--- config.mk ---
export PLATFORM = sky130hd
export DESIGN_NAME = tournament_chooser_table
export DESIGN_NICKNAME = d
export VERILOG_FILES = /design/src/rtl/bp_pkg.sv /design/src/rtl/chooser_ctr_next.sv /design/src/rtl/tournament_chooser_table.sv
export SDC_FILE = /design/constraint.sdc
export NUM_CORES = 1
export LEC_CHECK = 0
export BUFFER_PORTS_ARGS = -buffer_cell sky130_fd_sc_hd__clkbuf_2
export CAP_MARGIN = 20
export CORE_MARGIN = 8
export CORE_UTILIZATION = 40
export DETAILED_ROUTE_END_ITERATION = 6
export GPL_TIMING_DRIVEN = 0
export PLACE_DENSITY = 0.61
export SLEW_MARGIN = 20
export SYNTH_ARGS = -nofsm -noshare
export SYNTH_HDL_FRONTEND = slang
export SYNTH_SLANG_ARGS = --single-unit
--- constraint.sdc ---
create_clock -name clk -period 3.32 [get_ports clk]
set_input_delay 0.166 -clock clk [delete_from_list [all_inputs] [get_ports clk]]
set_output_delay 0.166 -clock clk [all_outputs]
set_load 0.01 [all_outputs]
--- src/rtl/bp_pkg.sv ---
// Shared branch-predictor definitions: chooser encoding, table defaults and the
// saturating chooser-counter update rule.
package bp_pkg;

    localparam logic CHOOSE_LOCAL  = 1'b0;
    localparam logic CHOOSE_GLOBAL = 1'b1;

    localparam int unsigned DEFAULT_CTR_BITS   = 2;
    localparam int unsigned DEFAULT_INDEX_BITS = 6;

    // Widest legal chooser counter; narrower counters are zero-extended into this.
    localparam int unsigned CTR_MAX_BITS = 4;

    function automatic logic [CTR_MAX_BITS-1:0] chooser_sat_next(
        input logic [CTR_MAX_BITS-1:0] ctr,
        input int unsigned             ctr_bits,
        input logic                    local_correct,
        input logic                    global_correct
    );
        logic [CTR_MAX_BITS-1:0] max_val;
        logic [CTR_MAX_BITS-1:0] next;
        max_val = CTR_MAX_BITS'((32'd1 << ctr_bits) - 32'd1);
        next    = ctr;
        if (global_correct && !local_correct && (ctr != max_val)) begin
            next = ctr + CTR_MAX_BITS'(1);
        end else if (local_correct && !global_correct && (ctr != '0)) begin
            next = ctr - CTR_MAX_BITS'(1);
        end
        return next;
    endfunction

endpackage

--- src/rtl/chooser_ctr_next.sv ---
// Combinational saturating update of a single local/global chooser counter.
module chooser_ctr_next
    import bp_pkg::*;
#(
    parameter int unsigned CTR_BITS = DEFAULT_CTR_BITS
) (
    input  logic [CTR_BITS-1:0] ctr,
    input  logic                local_correct,
    input  logic                global_correct,
    output logic [CTR_BITS-1:0] ctr_next
);

    always_comb begin
        ctr_next = CTR_BITS'(chooser_sat_next(CTR_MAX_BITS'(ctr), CTR_BITS,
                                              local_correct, global_correct));
    end

endmodule

--- src/rtl/tournament_chooser_table.sv ---
// Table of saturating chooser counters selecting between local and global
// predictions, with write-first forwarding and a registered 1-cycle lookup.
module tournament_chooser_table
    import bp_pkg::*;
#(
    parameter int unsigned CTR_BITS   = DEFAULT_CTR_BITS,
    parameter int unsigned INDEX_BITS = DEFAULT_INDEX_BITS,
    parameter int unsigned INIT_VALUE = 2 ** (CTR_BITS - 1) - 1
) (
    input  logic                  clk,
    input  logic                  rst,
    input  logic                  pred_valid,
    input  logic [INDEX_BITS-1:0] pred_index,
    input  logic                  local_taken,
    input  logic                  global_taken,
    output logic                  pred_out_valid,
    output logic                  pred_use_global,
    output logic                  pred_taken,
    output logic [CTR_BITS-1:0]   pred_ctr,
    input  logic                  upd_valid,
    input  logic [INDEX_BITS-1:0] upd_index,
    input  logic                  upd_local_correct,
    input  logic                  upd_global_correct
);

    localparam int unsigned ENTRIES = 2 ** INDEX_BITS;

    if (CTR_BITS < 2 || CTR_BITS > CTR_MAX_BITS) begin : gen_bad_ctr_bits
        $error("tournament_chooser_table: CTR_BITS must be in 2..4");
    end

    logic [CTR_BITS-1:0] table_q [ENTRIES];

    logic [CTR_BITS-1:0] upd_ctr;
    logic [CTR_BITS-1:0] upd_next;
    logic [CTR_BITS-1:0] sel_ctr;
    logic                sel_use_global;
    logic                sel_taken;

    logic                out_valid_q;
    logic                use_global_q;
    logic                taken_q;
    logic [CTR_BITS-1:0] ctr_q;

    chooser_ctr_next #(
        .CTR_BITS(CTR_BITS)
    ) u_ctr_next (
        .ctr            (upd_ctr),
        .local_correct  (upd_local_correct),
        .global_correct (upd_global_correct),
        .ctr_next       (upd_next)
    );

    always_comb begin
        upd_ctr = table_q[upd_index];
        // Same-entry training this cycle is visible to the lookup (write-first).
        if (upd_valid && (upd_index == pred_index)) begin
            sel_ctr = upd_next;
        end else begin
            sel_ctr = table_q[pred_index];
        end
        sel_use_global = (sel_ctr[CTR_BITS-1] == CHOOSE_GLOBAL);
        sel_taken      = (sel_ctr[CTR_BITS-1] == CHOOSE_LOCAL) ? local_taken : global_taken;
    end

    always_ff @(posedge clk) begin
        if (rst) begin
            for (int i = 0; i < int'(ENTRIES); i++) begin
                table_q[i] <= CTR_BITS'(INIT_VALUE);
            end
            out_valid_q  <= 1'b0;
            use_global_q <= 1'b0;
            taken_q      <= 1'b0;
            ctr_q        <= '0;
        end else begin
            if (upd_valid) begin
                table_q[upd_index] <= upd_next;
            end
            out_valid_q <= pred_valid;
            // Decision outputs hold their last value between lookups.
            if (pred_valid) begin
                use_global_q <= sel_use_global;
                taken_q      <= sel_taken;
                ctr_q        <= sel_ctr;
            end
        end
    end

    always_comb begin
        pred_out_valid  = out_valid_q;
        pred_use_global = use_global_q;
        pred_taken      = taken_q;
        pred_ctr        = ctr_q;
    end

endmodule

# --- Word-level counts from Yosys, hierarchy flattened ---
# Memory sizes are Yosys's and may differ from the RTL's.
# Cells that the tools add are included.
# W data, S select, Z words.
word_totals:
  ff_bits: 5
  mem_bits_rw: 128
  inputBits: 20
  elab_cells: 30
  mem_count: 1
memory_table:
  columns: ["name", "depth", "width", "rd", "rd_ports_with_merged_regs", "wr", "line", "source"]
  rows:
  - ["table_q", 64, 2, 2, 0, 64, "tournament_chooser_table.sv:32", "logic [CTR_BITS-1:0] table_q [ENTRIES];"]
op_classes:
  add_sub_neg: 2
  n_eq_ne: 2
  mux: 12
  reduce_logical: 9
op_table:
  columns: ["cell", "n"]
  rows:
  - ["$mux W2", 4]
  - ["$mux W1", 7]
  - ["$eq A6 B6 Y1", 1]
  - ["$mux W6", 1]
  - ["$logic_and A1 B1 Y1", 5]
  - ["$add A2 B1 Y2 const B", 1]
  - ["$logic_not A1 Y1", 2]
  - ["$ne A2 B2 Y1 const B", 1]
  - ["$reduce_bool A2 Y1", 1]
  - ["$reduce_or A2 Y1", 1]
  - ["$sub A2 B1 Y2 const B", 1]

# --- Longest topological paths before layout ---
logic_depth:
  word_depth: 7
  mapped_depth: 16

# --- Modules after synthesis ---
# A second synthesis with hierarchy kept.
hier_totals:
  cells_unflattened: 712
  hier_area_um2: 7726.2
by_module_without_submodules:
  columns: ["mod", "instances", "cells_each", "area_each_um2", "seq_area_each_um2"]
  rows:
  - ["tournament_chooser_table", 1, 698, 7628.6, 3923.8]
  - ["chooser_ctr_next", 1, 14, 97.6, 0.0]

# --- Worst setup path after synthesis ---
# OpenSTA, ideal clock, no wires.
synth_timing:
  path_type: "input to register"
  from: "in upd_index[0]"
  to: "mem table_q[56][1] (netlist bit), data pin"
  arrival_ps: 2880
  required_ps: 3050
  path_slack_ps: 170
  path_stages: 15
  n_path_buf: 5
  path_cell_list: "buf_4 buf_6 buf_6 mux4_2 mux2i_1 o22ai_1 nor4_4 inv_1 ha_1 o21ai_0 a22oi_1 nor3_1 buf_2 buf_2 nor3_1"
synth_lines:
  columns: ["item", "line", "source"]
  rows:
  - ["start, declared", "tournament_chooser_table.sv:21", "input logic [INDEX_BITS-1:0] upd_index,"]
  - ["end, declared", "tournament_chooser_table.sv:32", null]

==> out/results.tsv <==
stage	metric	value	unit
clocking	clk_latency	430	ps
grt	grt_pass1_wl	40.35	mm
placement	gp_congestion	0.9704	
power	ir_worst_vdd	0.0002770	V
synthesis	ys_ff_latch	132	
clocking	clk_pin_slew	60	ps
clocking	cts_tree	built	
sta	skew	11.05	ps
sta	min_period_over_period	97.54	%
final_layout	final_common_cell	edfxtp_1	
synthesis	yosysWarnings	0	
routing	ant_nets	0	
routing	drc	0	
status	outcome	finished clean	
routing	initialDrtViolationCount	981	
grt	grt_pass1_vias	6338	
sta	slew_headroom	29.41	%
sta	max_freq	0.3088	GHz
sta	tightest_slew	1059	ps
final_layout	syn_to_final_growth	19.47	%
synthesis	synth_top_area_share	47.90	%
grt	grt_max_degree	20	
synthesis	synth_edf_count	128	
clocking	cts_buffer_depth	2	
routing	routed-via-count	6490	
clocking	cts_hold_buf	0	
synthesis	synthCells	663	
sta	setup_viol	0	
placement	port_buffers	18	
sta	finalSetupTns	0	ps
routing	drt-vias-per-instance	6.523	
final_layout	diodes	0	
placement	dp_hpwl	19.81	mm
floorplanning	dieArea	24850	µm²
power	p_per_area	491.6	nW/µm²
grt	grt_overflow	0	
placement	placed_cells	953	
synthesis	syn_avg_cell_area	12.10	µm²
floorplanning	die_x	157.6	µm
sta	rsz0062_at_grt	yes	
floorplanning	num_rows	52	
worst_setup_path	crit_type	reg -> reg	
final_layout	final_cell_mix	edfxtp_1, mux4_2, clkbuf_1, nand2_1, nor2_1	
final_layout	drive_gt1_share	33.24	%
worst_setup_path	crit_required	3460	ps
synthesis	yosysTopAreaCell	edfxtp_1	
worst_setup_path	crit_path_start_kind	flop	
grt	grt.total_usage	22.70	%
sta	fin_crit	3238	ps
worst_setup_path	cp_max_fo	10	
floorplanning	die_h	157.6	µm
clocking	h-tree-depth	4	
floorplanning	core-area	19970	µm²
routing	wirelength	27.80	mm
worst_setup_path	cp-end-kind	flop	
clocking	root_buffer	clkbuf_16	
clocking	clock-sinks	132	
synthesis	syn-num-nets	685	
worst_setup_path	cp.arrival	3380	ps
sta	hold_slack	182.7	ps
sta	slew_violations	0	
synthesis	yosysUniqueCellTypes	54	
synthesis	ys_top_cells_by_area	edfxtp_1, mux4_2, nor3_1, mux2i_1, a21o_1	
power	p_leak	2.976	nW
synthesis	async_flop_share	0	%
grt	antenna_found_initial	0	
flow_run	drv_cap	0	
sta	hold_viol	0	
floorplanning	ios	25	
synthesis	synth-seq-area-share	48.89	%
hold_path	min_path_type	in -> reg	
floorplanning	start_util	40.18	%
synthesis	netlist_area	8025	µm²
routing	drt_pass1_iterations	6	
clocking	cts_buffers	17	
synthesis	synthFlopType	edfxtp_1	
final_layout	nets	734	
routing	detail_route.wl_per_cell	27.94	µm
final_layout	stdcell_count	995	
## cell usage after synthesis, types with 6 or more instances
| cell type | number |
|---|---|
| o21bai_1 | 14 |
| nand2b_1 | 10 |
| a21oi_1 | 7 |
| nand4_1 | 11 |
| edfxtp_1 | 128 |
| mux2i_1 | 31 |
| nor2b_1 | 8 |
| nor2_1 | 39 |
| o22ai_1 | 10 |
| nand3_1 | 33 |
| a21o_1 | 25 |
| mux4_2 | 56 |
| buf_2 | 20 |
| nor3_1 | 64 |
| and2_1 | 6 |
| nor3b_1 | 7 |
| clkbuf_1 | 43 |
| or2_2 | 24 |
| nand2_1 | 44 |
| inv_1 | 7 |
## cell families after synthesis
family,after synthesis,synth area share (%)
multiplexers,91,20.14
buffers and inverters,82,4.755
AO/OA/AOI/OAI,82,7.671
adder cells (fa/ha/maj),2,0.3118
AND/OR/NAND/NOR,267,17.46
flip-flops,132,48.89
XOR/XNOR,7,0.7640
## sequential cells by signal (all words and copies together), names as in the netlist
| signal | count |
|---|---|
| table_q | 128 |
| pred_ctr | 1 |
| pred_out_valid | 1 |
| pred_use_global | 1 |
| pred_taken | 1 |
## routing by layer
layer / vias to the layer above / GRT usage [%] / wire, µm
met4: 0 / 12.42 / 1242
met5: - / 0 / 0
met1: 3219 / 29.27 / 10470
met3: 86 / 5.378 / 3304
met2: 521 / 34.76 / 12790
li1: 2664 / - / -
## final timing paths
kind | start | endpoint | slack (ps) | cells past startpoint
worst min register to register | pred_taken | pred_taken | 540 | 2
worst min-delay path | pred_valid | pred_out_valid | 180 | 2
worst max-delay path | table_q[45][1] | table_q[61][0] | 80 | 13
worst max register to register | table_q[45][1] | table_q[61][0] | 80 | 13
## repair_timing
item                                    CTS  global route
gates cloned                              1             0
setup buffers                             6             3
endpoints found under the setup margin  133           126
pin swaps                                 5            10
gates resized for setup                  29            68
## critical path: stages (launching register included)
cell	delay, ps
edfxtp_1	400
mux2i_1	320
a221oi_1	160
and2_1	250
a2111oi_4	390
and2_4	210
inv_1	40
ha_2	190
nor3_2	110
a21oi_1	90
xnor2_2	270
buf_6	230
buf_8	180
nand3_1	100
## through the flow
step | cell area, µm² | util (%) | setup slack, ps | power, W
final | 9588 | 48.00 | 81.70 | 0.004713
after floorplan | 8025 | - | 170.0 | 0.002334
after global placement | 8453 | 42.32 | -1037 | 0.002561
after CTS | 9248 | 46.30 | -10.67 | 0.004592
after detailed placement | 8478 | 42.45 | -1076 | 0.002575
after global routing | 9588 | 48.00 | -13.09 | 0.004823
## where the power goes
part	total, W	leakage, nW	switching (W)	internal [W]
clock network	0.00200	0.305	0.000694	0.00130
logic	0.000839	1.54	0.000531	0.000307
registers	0.00188	1.13	0.0000206	0.00186
## cell type report
| cell class | instances | area [µm²] |
|---|---|---|
| Multi-Input combinational cell | 449 | 4031 |
| Timing Repair Buffer | 31 | 185.2 |
| Buffer | 73 | 457.9 |
| Inverter | 8 | 30.03 |
| Fill cell | 1756 | 10390 |
| Tap cell | 270 | 337.8 |
| Clock buffer | 28 | 526.8 |
| Sequential cell | 132 | 3924 |
| Clock inverter | 4 | 95.09 |
Note: power is estimated with default switching activity, not from simulation.
